[config.mk]
export PLATFORM = sky130hd
export DESIGN_NAME = pipelined_leading_zero_counter_flat
export DESIGN_NICKNAME = d
export VERILOG_FILES = /design/src/rtl/pipelined_leading_zero_counter_if.sv /design/src/rtl/pipelined_leading_zero_counter.sv /design/src/flat_wrapper.sv
export SDC_FILE = /design/constraint.sdc
export NUM_CORES = 1
export LEC_CHECK = 0
export CORE_UTILIZATION = 40
export CTS_BUF_LIST = sky130_fd_sc_hd__clkbuf_2 sky130_fd_sc_hd__clkbuf_4 sky130_fd_sc_hd__clkbuf_8
export CTS_CLUSTER_SIZE = 30
export DETAILED_ROUTE_END_ITERATION = 7
export HOLD_SLACK_MARGIN = 0.05
export MAX_ROUTING_LAYER = met4
export PLACE_DENSITY_LB_ADDON = 0.1
export SYNTH_ARGS = -nofsm -noshare
export SYNTH_HDL_FRONTEND = slang
export SYNTH_SLANG_ARGS = --single-unit
[constraint.sdc]
create_clock -name clock -period 1.72 [get_ports clock]
set_input_delay 0.516 -clock clock [delete_from_list [all_inputs] [get_ports clock]]
set_output_delay 0.516 -clock clock [all_outputs]
set_load 0.01 [all_outputs]
[src/rtl/pipelined_leading_zero_counter_if.sv]
// rtl/pipelined_leading_zero_counter_if.sv - operand/result handshake bundle for the zero counter
interface pipelined_leading_zero_counter_if #(
  parameter int WIDTH     = 32,
  parameter int TAG_WIDTH = 4,
  parameter int CW        = $clog2(WIDTH) + 1
);
  logic                 inValid;
  logic                 inReady;
  logic [WIDTH-1:0]     inData;
  logic                 inTrailing;
  logic [TAG_WIDTH-1:0] inTag;
  logic                 outValid;
  logic                 outReady;
  logic [CW-1:0]        outCount;
  logic                 outZero;
  logic [TAG_WIDTH-1:0] outTag;

  modport master (
    output inValid, inData, inTrailing, inTag, outReady,
    input  inReady, outValid, outCount, outZero, outTag
  );

  modport slave (
    input  inValid, inData, inTrailing, inTag, outReady,
    output inReady, outValid, outCount, outZero, outTag
  );
endinterface

[src/rtl/pipelined_leading_zero_counter.sv]
// rtl/pipelined_leading_zero_counter.sv - pipelined leading/trailing zero counter, one register per tree level
module pipelined_leading_zero_counter #(
  parameter int WIDTH     = 32,
  parameter int TAG_WIDTH = 4
) (
  input logic                             clock,
  input logic                             resetN,
  pipelined_leading_zero_counter_if.slave bus
);
  localparam int LEVELS = $clog2(WIDTH);
  localparam int CW     = LEVELS + 1;

  logic             advance;
  logic [WIDTH-1:0] operand;

  // Trailing mode bit-reverses the operand so the tree only ever counts leading zeros;
  // the mode is fully consumed here, so only the tag travels down the pipeline.
  always_comb begin
    operand = bus.inData;
    if (bus.inTrailing) begin
      for (int i = 0; i < WIDTH; i++) begin
        operand[i] = bus.inData[WIDTH-1-i];
      end
    end
  end

  // One global enable: the whole pipe moves unless a result is parked at the output.
  assign advance     = !bus.outValid || bus.outReady;
  assign bus.inReady = advance;

  for (genvar s = 1; s <= LEVELS; s++) begin : gLevel
    localparam int FW = s + 1;          // field width produced by this level
    localparam int NF = WIDTH >> s;     // number of fields produced by this level

    logic [NF*FW-1:0]     nextData;
    logic [NF*FW-1:0]     dataQ;
    logic                 prevValid;
    logic                 validQ;
    logic [TAG_WIDTH-1:0] prevTag;
    logic [TAG_WIDTH-1:0] tagQ;

    if (s == 1) begin : gEncode
      assign prevValid = bus.inValid;
      assign prevTag   = bus.inTag;

      // Pair encode: 00 = high bit set, 01 = only low bit set, 10 = both clear.
      always_comb begin
        nextData = '0;
        for (int f = 0; f < NF; f++) begin
          nextData[2*f+1] = ~operand[2*f+1] & ~operand[2*f];
          nextData[2*f]   = ~operand[2*f+1] &  operand[2*f];
        end
      end
    end else begin : gAggregate
      localparam int W = s;             // predecessor field width
      logic [2*NF*W-1:0] prevData;
      logic [W-1:0]      leftF;
      logic [W-1:0]      rightF;

      assign prevValid = gLevel[s-1].validQ;
      assign prevTag   = gLevel[s-1].tagQ;
      assign prevData  = gLevel[s-1].dataQ;

      // A field MSB means "this half is all zero"; merge left (upper) and right halves.
      always_comb begin
        nextData = '0;
        leftF    = '0;
        rightF   = '0;
        for (int f = 0; f < NF; f++) begin
          leftF  = prevData[(2*f+1)*W +: W];
          rightF = prevData[(2*f)*W +: W];
          if (leftF[W-1] && rightF[W-1]) begin
            nextData[f*FW +: FW] = {1'b1, {W{1'b0}}};
          end else if (leftF[W-1]) begin
            nextData[f*FW +: FW] = {2'b01, rightF[W-2:0]};
          end else begin
            nextData[f*FW +: FW] = {1'b0, leftF};
          end
        end
      end
    end

    // Level register: loads from its predecessor on advance, bubbles included.
    always_ff @(posedge clock or negedge resetN) begin
      if (!resetN) begin
        validQ <= 1'b0;
        dataQ  <= '0;
        tagQ   <= '0;
      end else if (advance) begin
        validQ <= prevValid;
        dataQ  <= nextData;
        tagQ   <= prevTag;
      end
    end
  end

  assign bus.outValid = gLevel[LEVELS].validQ;
  assign bus.outCount = gLevel[LEVELS].dataQ;
  assign bus.outZero  = gLevel[LEVELS].dataQ[CW-1];
  assign bus.outTag   = gLevel[LEVELS].tagQ;
endmodule
[src/flat_wrapper.sv]
// flat-port wrapper written by rule: the top's interface ports become plain ports
module pipelined_leading_zero_counter_flat 
#(
  parameter int WIDTH     = 32,
  parameter int TAG_WIDTH = 4
)
  (clock, resetN, bus_inValid, bus_inData, bus_inTrailing, bus_inTag, bus_outReady, bus_inReady, bus_outValid, bus_outCount, bus_outZero, bus_outTag);
  pipelined_leading_zero_counter_if #(.WIDTH(WIDTH), .TAG_WIDTH(TAG_WIDTH)) bus_i ();
  input logic clock;
  input logic resetN;
  input wire logic [$bits(bus_i.inValid)-1:0] bus_inValid;
  input wire logic [$bits(bus_i.inData)-1:0] bus_inData;
  input wire logic [$bits(bus_i.inTrailing)-1:0] bus_inTrailing;
  input wire logic [$bits(bus_i.inTag)-1:0] bus_inTag;
  input wire logic [$bits(bus_i.outReady)-1:0] bus_outReady;
  output wire logic [$bits(bus_i.inReady)-1:0] bus_inReady;
  output wire logic [$bits(bus_i.outValid)-1:0] bus_outValid;
  output wire logic [$bits(bus_i.outCount)-1:0] bus_outCount;
  output wire logic [$bits(bus_i.outZero)-1:0] bus_outZero;
  output wire logic [$bits(bus_i.outTag)-1:0] bus_outTag;
  assign bus_i.inValid = bus_inValid;
  assign bus_i.inData = bus_inData;
  assign bus_i.inTrailing = bus_inTrailing;
  assign bus_i.inTag = bus_inTag;
  assign bus_i.outReady = bus_outReady;
  assign bus_inReady = bus_i.inReady;
  assign bus_outValid = bus_i.outValid;
  assign bus_outCount = bus_i.outCount;
  assign bus_outZero = bus_i.outZero;
  assign bus_outTag = bus_i.outTag;
  pipelined_leading_zero_counter #(.WIDTH(WIDTH), .TAG_WIDTH(TAG_WIDTH)) u_core (.clock(clock), .resetN(resetN), .bus(bus_i));
endmodule
==> impl_metrics.json, run 1 <==
{
  "cts_root_buf": "clkbuf_8",
  "fmax_ghz": 0.594,
  "p_leak_nw": 2.76,
  "ir_drop_v": 0.000476,
  "dpl.cell_count": 674,
  "report.final.slew_viol_count": 0,
  "cts_made_buffers": 17,
  "syn_inst": 468,
  "core_um2": 13500,
  "start_kind": "flop",
  "via_count": 3742,
  "cts_tree": "done",
  "diodes": 0,
  "cts.sinks": 113,
  "die_area_um2": 14500,
  "num_rows": 42,
  "drive_above_1_share_pct": 25.0,
  "hold_slack_ps": 480,
  "gp_congestion": 0.705,
  "clk_latency_ps": 430,
  "cp_max_fo": 3,
  "synth_seq_cells": 113,
  "vias_per_cell": 5.29,
  "combPwrFrac_pct": 26.5,
  "status": "completed",
  "wl_per_cell_um": 15.4,
  "p_switching_mw": 2.70,
  "cap_violations": 0,
  "die_height_um": 120,
  "relSlewSlack_pct": 56.3,
  "tightest_slew_ps": 655,
  "nets": 559,
  "grt_max_degree": 74,
  "hpwl_um": 7130,
  "worstPathRequired_ps": 1200,
  "avgSynthCellArea_um2": 12.0,
  "fin_tns_setup_ps": 0,
  "fin_cells": 707,
  "boundaryPins": 54,
  "arrival_ps": 1170,
  "final_antenna_net_count": 0,
  "ys_warn_count": 0,
  "setup_viol": 0,
  "period_minus_slack_ps": 1680,
  "detail_route.iter0.violations": 227,
  "first_global_vias": 3685,
  "placed_area_um2": 6290,
  "min_path_type": "flop to flop",
  "clkPwrFrac_pct": 28.2,
  "finalClockSkew_ps": 6.95,
  "p_per_area_nw_per_um2": 1320,
  "nFillCells": 1269,
  "initial_core_util_pct": 41.7,
  "dr.pass1.iters": 4,
  "antenna_found_initial": 0,
  "rsz0062_at_grt": "yes",
  "worst-setup-path-type": "flop to output port",
  "p_total_mw": 8.86,
  "die_x_um": 120,
  "switching_share_pct": 30.5,
  "area_growth_syn_to_layout_pct": 19.4,
  "cts-htree-levels": 4,
  "synth.distinct_cells": 20,
  "drc": 0,
  "cts_max_path_buffers": 2,
  "final_area_um2": 6690,
  "period_share_pct": 97.9,
  "power.internal_mw": 6.16,
  "syn_area_um2": 5600,
  "grt_pass1_wl_um": 18600,
  "gr-total-overflow": 0,
  "crit_path_end_kind": "output port",
  "syn_nets": 509,
  "hold_viol": 0,
  "seq_power_share_pct": 45.3,
  "ys_seq_area_share_pct": 50.5,
  "clk_pin_slew_ps": 70,
  "track_usage_pct": 17.0,
  "port_buffers": 53,
  "detail_route.wirelength_um": 10900
}
[flip-flops by register name (all words and copies together) (netlist names)]
register	flops
u_core.bus.outCount	6
u_core.bus.outTag	4
u_core.bus.outValid	1
u_core.gLevel.dataQ	82
u_core.gLevel.tagQ	16
u_core.gLevel.validQ	4
[power by group through the flow]
stage	clock network (mW)	registers [mW]	logic, mW
after floorplan	0	3.94	1.72
after global placement	0	4.04	2.42
after detailed placement	0	4.07	2.46
after CTS	2.58	4.02	2.40
after global routing	2.69	4.14	2.60
final	2.50	4.01	2.34
[cell type report]
| class | count | area, um2 | area share, % |
|---|---|---|---|
| Clock buffer | 22 | 297 | 4.43 |
| Clock inverter | 10 | 108 | 1.61 |
| Inverter | 1 | 6.26 | 0.0935 |
| Multi-Input combinational cell | 317 | 2570 | 38.4 |
| Sequential cell | 113 | 2830 | 42.3 |
| Tap cell | 176 | 220 | 3.29 |
| Timing Repair Buffer | 68 | 666 | 9.94 |
[worst paths after layout]
kind                                         startpoint                       end  slack [ps]  cells past startpoint
max in group asynchronous                        resetN       u_core.bus.outValid         660                      3
min in group asynchronous                        resetN    u_core.bus.outCount[5]         530                      2
worst max-delay path                u_core.bus.outValid               bus_inReady          40                      3
worst min-delay path            u_core.gLevel[4].validQ       u_core.bus.outValid         480                      1
worst max register to register      u_core.bus.outValid  u_core.gLevel[2].tagQ[1]         150                      4
worst min register to register  u_core.gLevel[4].validQ       u_core.bus.outValid         480                      1
[cells in the final DEF, fill, tap and decap left out, drive strengths merged]
| cell | count |
|---|---|
| a31oi | 26 |
| buf | 19 |
| bufinv | 2 |
| clkbuf | 22 |
| clkdlybuf4s50 | 37 |
| clkinv | 5 |
| clkinvlp | 3 |
| dfrtp | 113 |
| dlygate4sd2 | 11 |
| dlygate4sd3 | 1 |
| inv | 1 |
| mux2 | 71 |
| mux2i | 16 |
| nand2 | 15 |
| nand2b | 27 |
| nand3b | 73 |
| nor2b | 16 |
| nor3b | 26 |
| o21ai | 15 |
| o31ai | 32 |
[worst max-delay path, cell delays in order, from the launching register on]
cell,delay (ps)
dfrtp_2,420
nor2b_4,140
inv_4,70
buf_6,100
[timing repair]
item	4_1_cts	5_1_grt
endpoints found under the hold margin	18	0
setup buffers	0	0
resized for setup	21	0
endpoints found under the setup margin	13	1
hold buffers	1	0
[Yosys cell counts (all sizes together)]
cell type | count | area share, %
a31oi | 26 | 2.9
buf | 21 | 2.7
clkbuf | 16 | 1.1
dfrtp | 113 | 50
inv | 1 | 0.067
mux2 | 71 | 15
mux2i | 16 | 2.9
nand2 | 15 | 1.0
nand2b | 27 | 3.0
nand3b | 73 | 9.8
nor2b | 16 | 1.8
nor3b | 26 | 3.5
o21ai | 15 | 1.3
o31ai | 32 | 5.0
[metal layers]
layer / track usage [%] / share of wire, % / vias up
met5: - / 0 / -
met4: 6.94 / 1.7 / 0
met3: 4.25 / 2.8 / 14
met2: 24.5 / 45 / 63
met1: 22.8 / 51 / 1850
li1: - / - / 1815
[cells by family after synthesis]
kind of cell / Yosys count / share of synthesized area [%]
AOI/OAI and AO/OA: 73 / 9.24
buffers and inverters: 38 / 3.80
DFF: 113 / 50.5
muxes: 87 / 17.4
and+or+nand+nor: 157 / 19.1
[through the flow]
stage / util, % / setup WS, ps
global route: 49.8 / -42.4
finish: 49.8 / 36.1
floorplan: - / 111
detailed placement: 46.8 / -145
global placement: 46.8 / -149
CTS: 49.8 / -9.75
No activity file was read; power rests on OpenSTA's default activity.
==> run 2: changes to the inputs <==
--- a/config.mk
+++ b/config.mk
@@ -9,6 +9,7 @@
 export CTS_BUF_LIST = sky130_fd_sc_hd__clkbuf_2 sky130_fd_sc_hd__clkbuf_4 sky130_fd_sc_hd__clkbuf_8
 export CTS_CLUSTER_SIZE = 30
 export DETAILED_ROUTE_END_ITERATION = 7
+export GPL_ROUTABILITY_DRIVEN = 0
 export HOLD_SLACK_MARGIN = 0.05
 export MAX_ROUTING_LAYER = met4
 export PLACE_DENSITY_LB_ADDON = 0.1
==> results of run 2 <==
Final layout, timing and power as in run 1 (identical DEF).
==> RTL change (flow settings as in run 1) <==
`WIDTH` is set to 32 in 3 places; all go to 16.
--- a/src/rtl/pipelined_leading_zero_counter_if.sv
+++ b/src/rtl/pipelined_leading_zero_counter_if.sv
@@ -2,3 +2,3 @@
 interface pipelined_leading_zero_counter_if #(
-  parameter int WIDTH     = 32,
+  parameter int WIDTH     = 16,
   parameter int TAG_WIDTH = 4,
--- a/src/rtl/pipelined_leading_zero_counter.sv
+++ b/src/rtl/pipelined_leading_zero_counter.sv
@@ -2,3 +2,3 @@
 module pipelined_leading_zero_counter #(
-  parameter int WIDTH     = 32,
+  parameter int WIDTH     = 16,
   parameter int TAG_WIDTH = 4
--- a/src/flat_wrapper.sv
+++ b/src/flat_wrapper.sv
@@ -3,3 +3,3 @@
 #(
-  parameter int WIDTH     = 32,
+  parameter int WIDTH     = 16,
   parameter int TAG_WIDTH = 4
Interface: changed (resized bus_inData and bus_outCount); port bits go from 54 to 37. No check against the original RTL was run, so the function may have changed too.
==> RTL change against run 1 <==
Die area decreased by 46%. Worst setup slack improved by 0.020 ns. Sequential cell count decreased by 52. Total power decreased by 47%. Area after synthesis decreased by 47%. Routed wire length decreased by 51%. Sequential share of layout area decreased by 0.21 points. Design area decreased by 46%. Highest routed layer unchanged.
==> RTL change: results (changes against run 1) <==
final setup skew 0.007198 ns (was 0.006952 ns); synthesized area divided by synthesized cell count 12.58 µm² (was 11.97 µm²); antenna violations before repair 0 (unchanged); total of fill cells in the finished design 685 (was 1,269); syn_nets 261 (was 509); crit path max fanout 2 (was 3); # H-tree levels 3 (was 4); fraction of final layout cells with drive strength greater than 1 19.15% (was 25.05%); result of the run complete, no violations (unchanged); Total GRT Usage 16.27% (was 16.98%); leakage power 1.572 nW (was 2.757 nW); via count 1,903 (was 3,742); Port Buffers 36 (was 53); slowest cell on the critical path sky130_fd_sc_hd__dfrtp_1 (was sky130_fd_sc_hd__dfrtp_2); arrival time at the worst endpoint 1.15 ns (was 1.17 ns); iteration-0 DRC count of the detailed router 71 (was 227); pin count of the biggest net entering global routing 62 (was 74); worst slack at placement -0.5059 ns (was -0.1452 ns); vias per std cell 4.995 (was 5.293); half-perimeter wire length after placement 3322 µm (was 7134 µm); sequential area share after synthesis 51.41% (was 50.46%); number of flip-flops under the largest register name 36 (was 82); Critical Path Max Stage Delay 0.35 ns (was 0.42 ns); number of synthesis warnings 0 (unchanged); Slew HR 65.84% (was 56.33%); largest cells by area after synthesis sky130_fd_sc_hd__dfrtp_1 51%, sky130_fd_sc_hd__nand3b_1 8.6%, sky130_fd_sc_hd__mux2_4 8.1% (was sky130_fd_sc_hd__dfrtp_1 50%, sky130_fd_sc_hd__mux2_2 13%, sky130_fd_sc_hd__nand3b_1 9.8%); worst vdd rail ir drop 0.0003530 V (was 0.0004760 V); number of nets in the final layout 304 (was 559); Final Wtd Congestion 0.7175 (was 0.7052); list of most frequent post-synthesis cells 61 x sky130_fd_sc_hd__dfrtp_1, 34 x sky130_fd_sc_hd__nand3b_1, 20 x sky130_fd_sc_hd__mux2_1 (was 113 x sky130_fd_sc_hd__dfrtp_1, 73 x sky130_fd_sc_hd__nand3b_1, 67 x sky130_fd_sc_hd__mux2_2); CTS Buf Count 9 (was 17); wire length of the first global-routing pass 9149 µm (was 18,600 µm); Routed wire per std cell 14.18 µm (was 15.44 µm)
## RTL change: per-layer routing
metal | share of wire [%] | global-route usage [%] | vias up
li1 | - | - | 941
met1 | 50 | 21.29 | 922
met2 | 45 | 24.24 | 32
met3 | 3.0 | 4.241 | 8
met4 | 1.8 | 6.158 | 0
met5 | 0 | - | -
## RTL change: repair_timing
action	in CTS	in global routing
endpoints found under the setup margin	23	1
gates resized for setup	17	0
gates cloned	0	0
setup buffers	1	1
## RTL change: where the power goes
part	internal, mW	leakage (nW)	switching, mW
Sequential	1.90	0.765	0.277
Clock	0.597	0.0915	0.520
Combinational	0.803	0.715	0.632
## RTL change: final cells by class
| class | instances | share of cell area (%) |
|---|---|---|
| multi-input cells | 156 | 36.75 |
| inverters | 1 | 0.3102 |
| well taps | 99 | 3.413 |
| clock buffers | 12 | 4.378 |
| clock inverters | 2 | 0.2758 |
| flip-flops and latches | 61 | 42.05 |
| repair buffers | 50 | 12.82 |
## RTL change: worst reg2reg max path, delay by kind of cell, from the launching register on
kind	cells	cell delay (ns)
muxes	1	0.38
and+or+nand+nor	1	0.14
DFF	1	0.38
buffers and inverters	3	0.62
## RTL change: cells by family after synthesis
group	after synthesis	share of synthesized area, %
AO/OA/AOI/OAI	34	7.543
AND/OR/NAND/NOR	72	16.56
buffers and inverters	19	3.835
flip-flops	61	51.41
multiplexers	50	20.65
## RTL change: worst paths after layout
check                                                     from                                     to  slack, ns
setup / recovery               u_core.bus.outValid$_DFFE_PN0P_                            bus_inReady       0.06
hold / removal                                          resetN  u_core.gLevel[3].dataQ[5]$_DFFE_PN0P_       0.19
setup reg to reg               u_core.bus.outValid$_DFFE_PN0P_   u_core.gLevel[3].tagQ[3]$_DFFE_PN0P_       0.10
hold reg to reg            u_core.gLevel[3].validQ$_DFFE_PN0P_        u_core.bus.outValid$_DFFE_PN0P_       0.46
max in group asynchronous                               resetN  u_core.gLevel[1].dataQ[3]$_DFFE_PN0P_       1.28
min in group clock         u_core.gLevel[3].validQ$_DFFE_PN0P_        u_core.bus.outValid$_DFFE_PN0P_       0.46
## RTL change: per-stage QoR
stage               utilization (%)  TNS [ns]  cell area (µm²)
finish                        50.31         0             3630
global route                  50.31         0             3630
CTS                           50.21         0             3622
detailed placement            47.97    -15.10             3461
global placement              47.97    -14.62             3461
floorplan                         -         0             2984
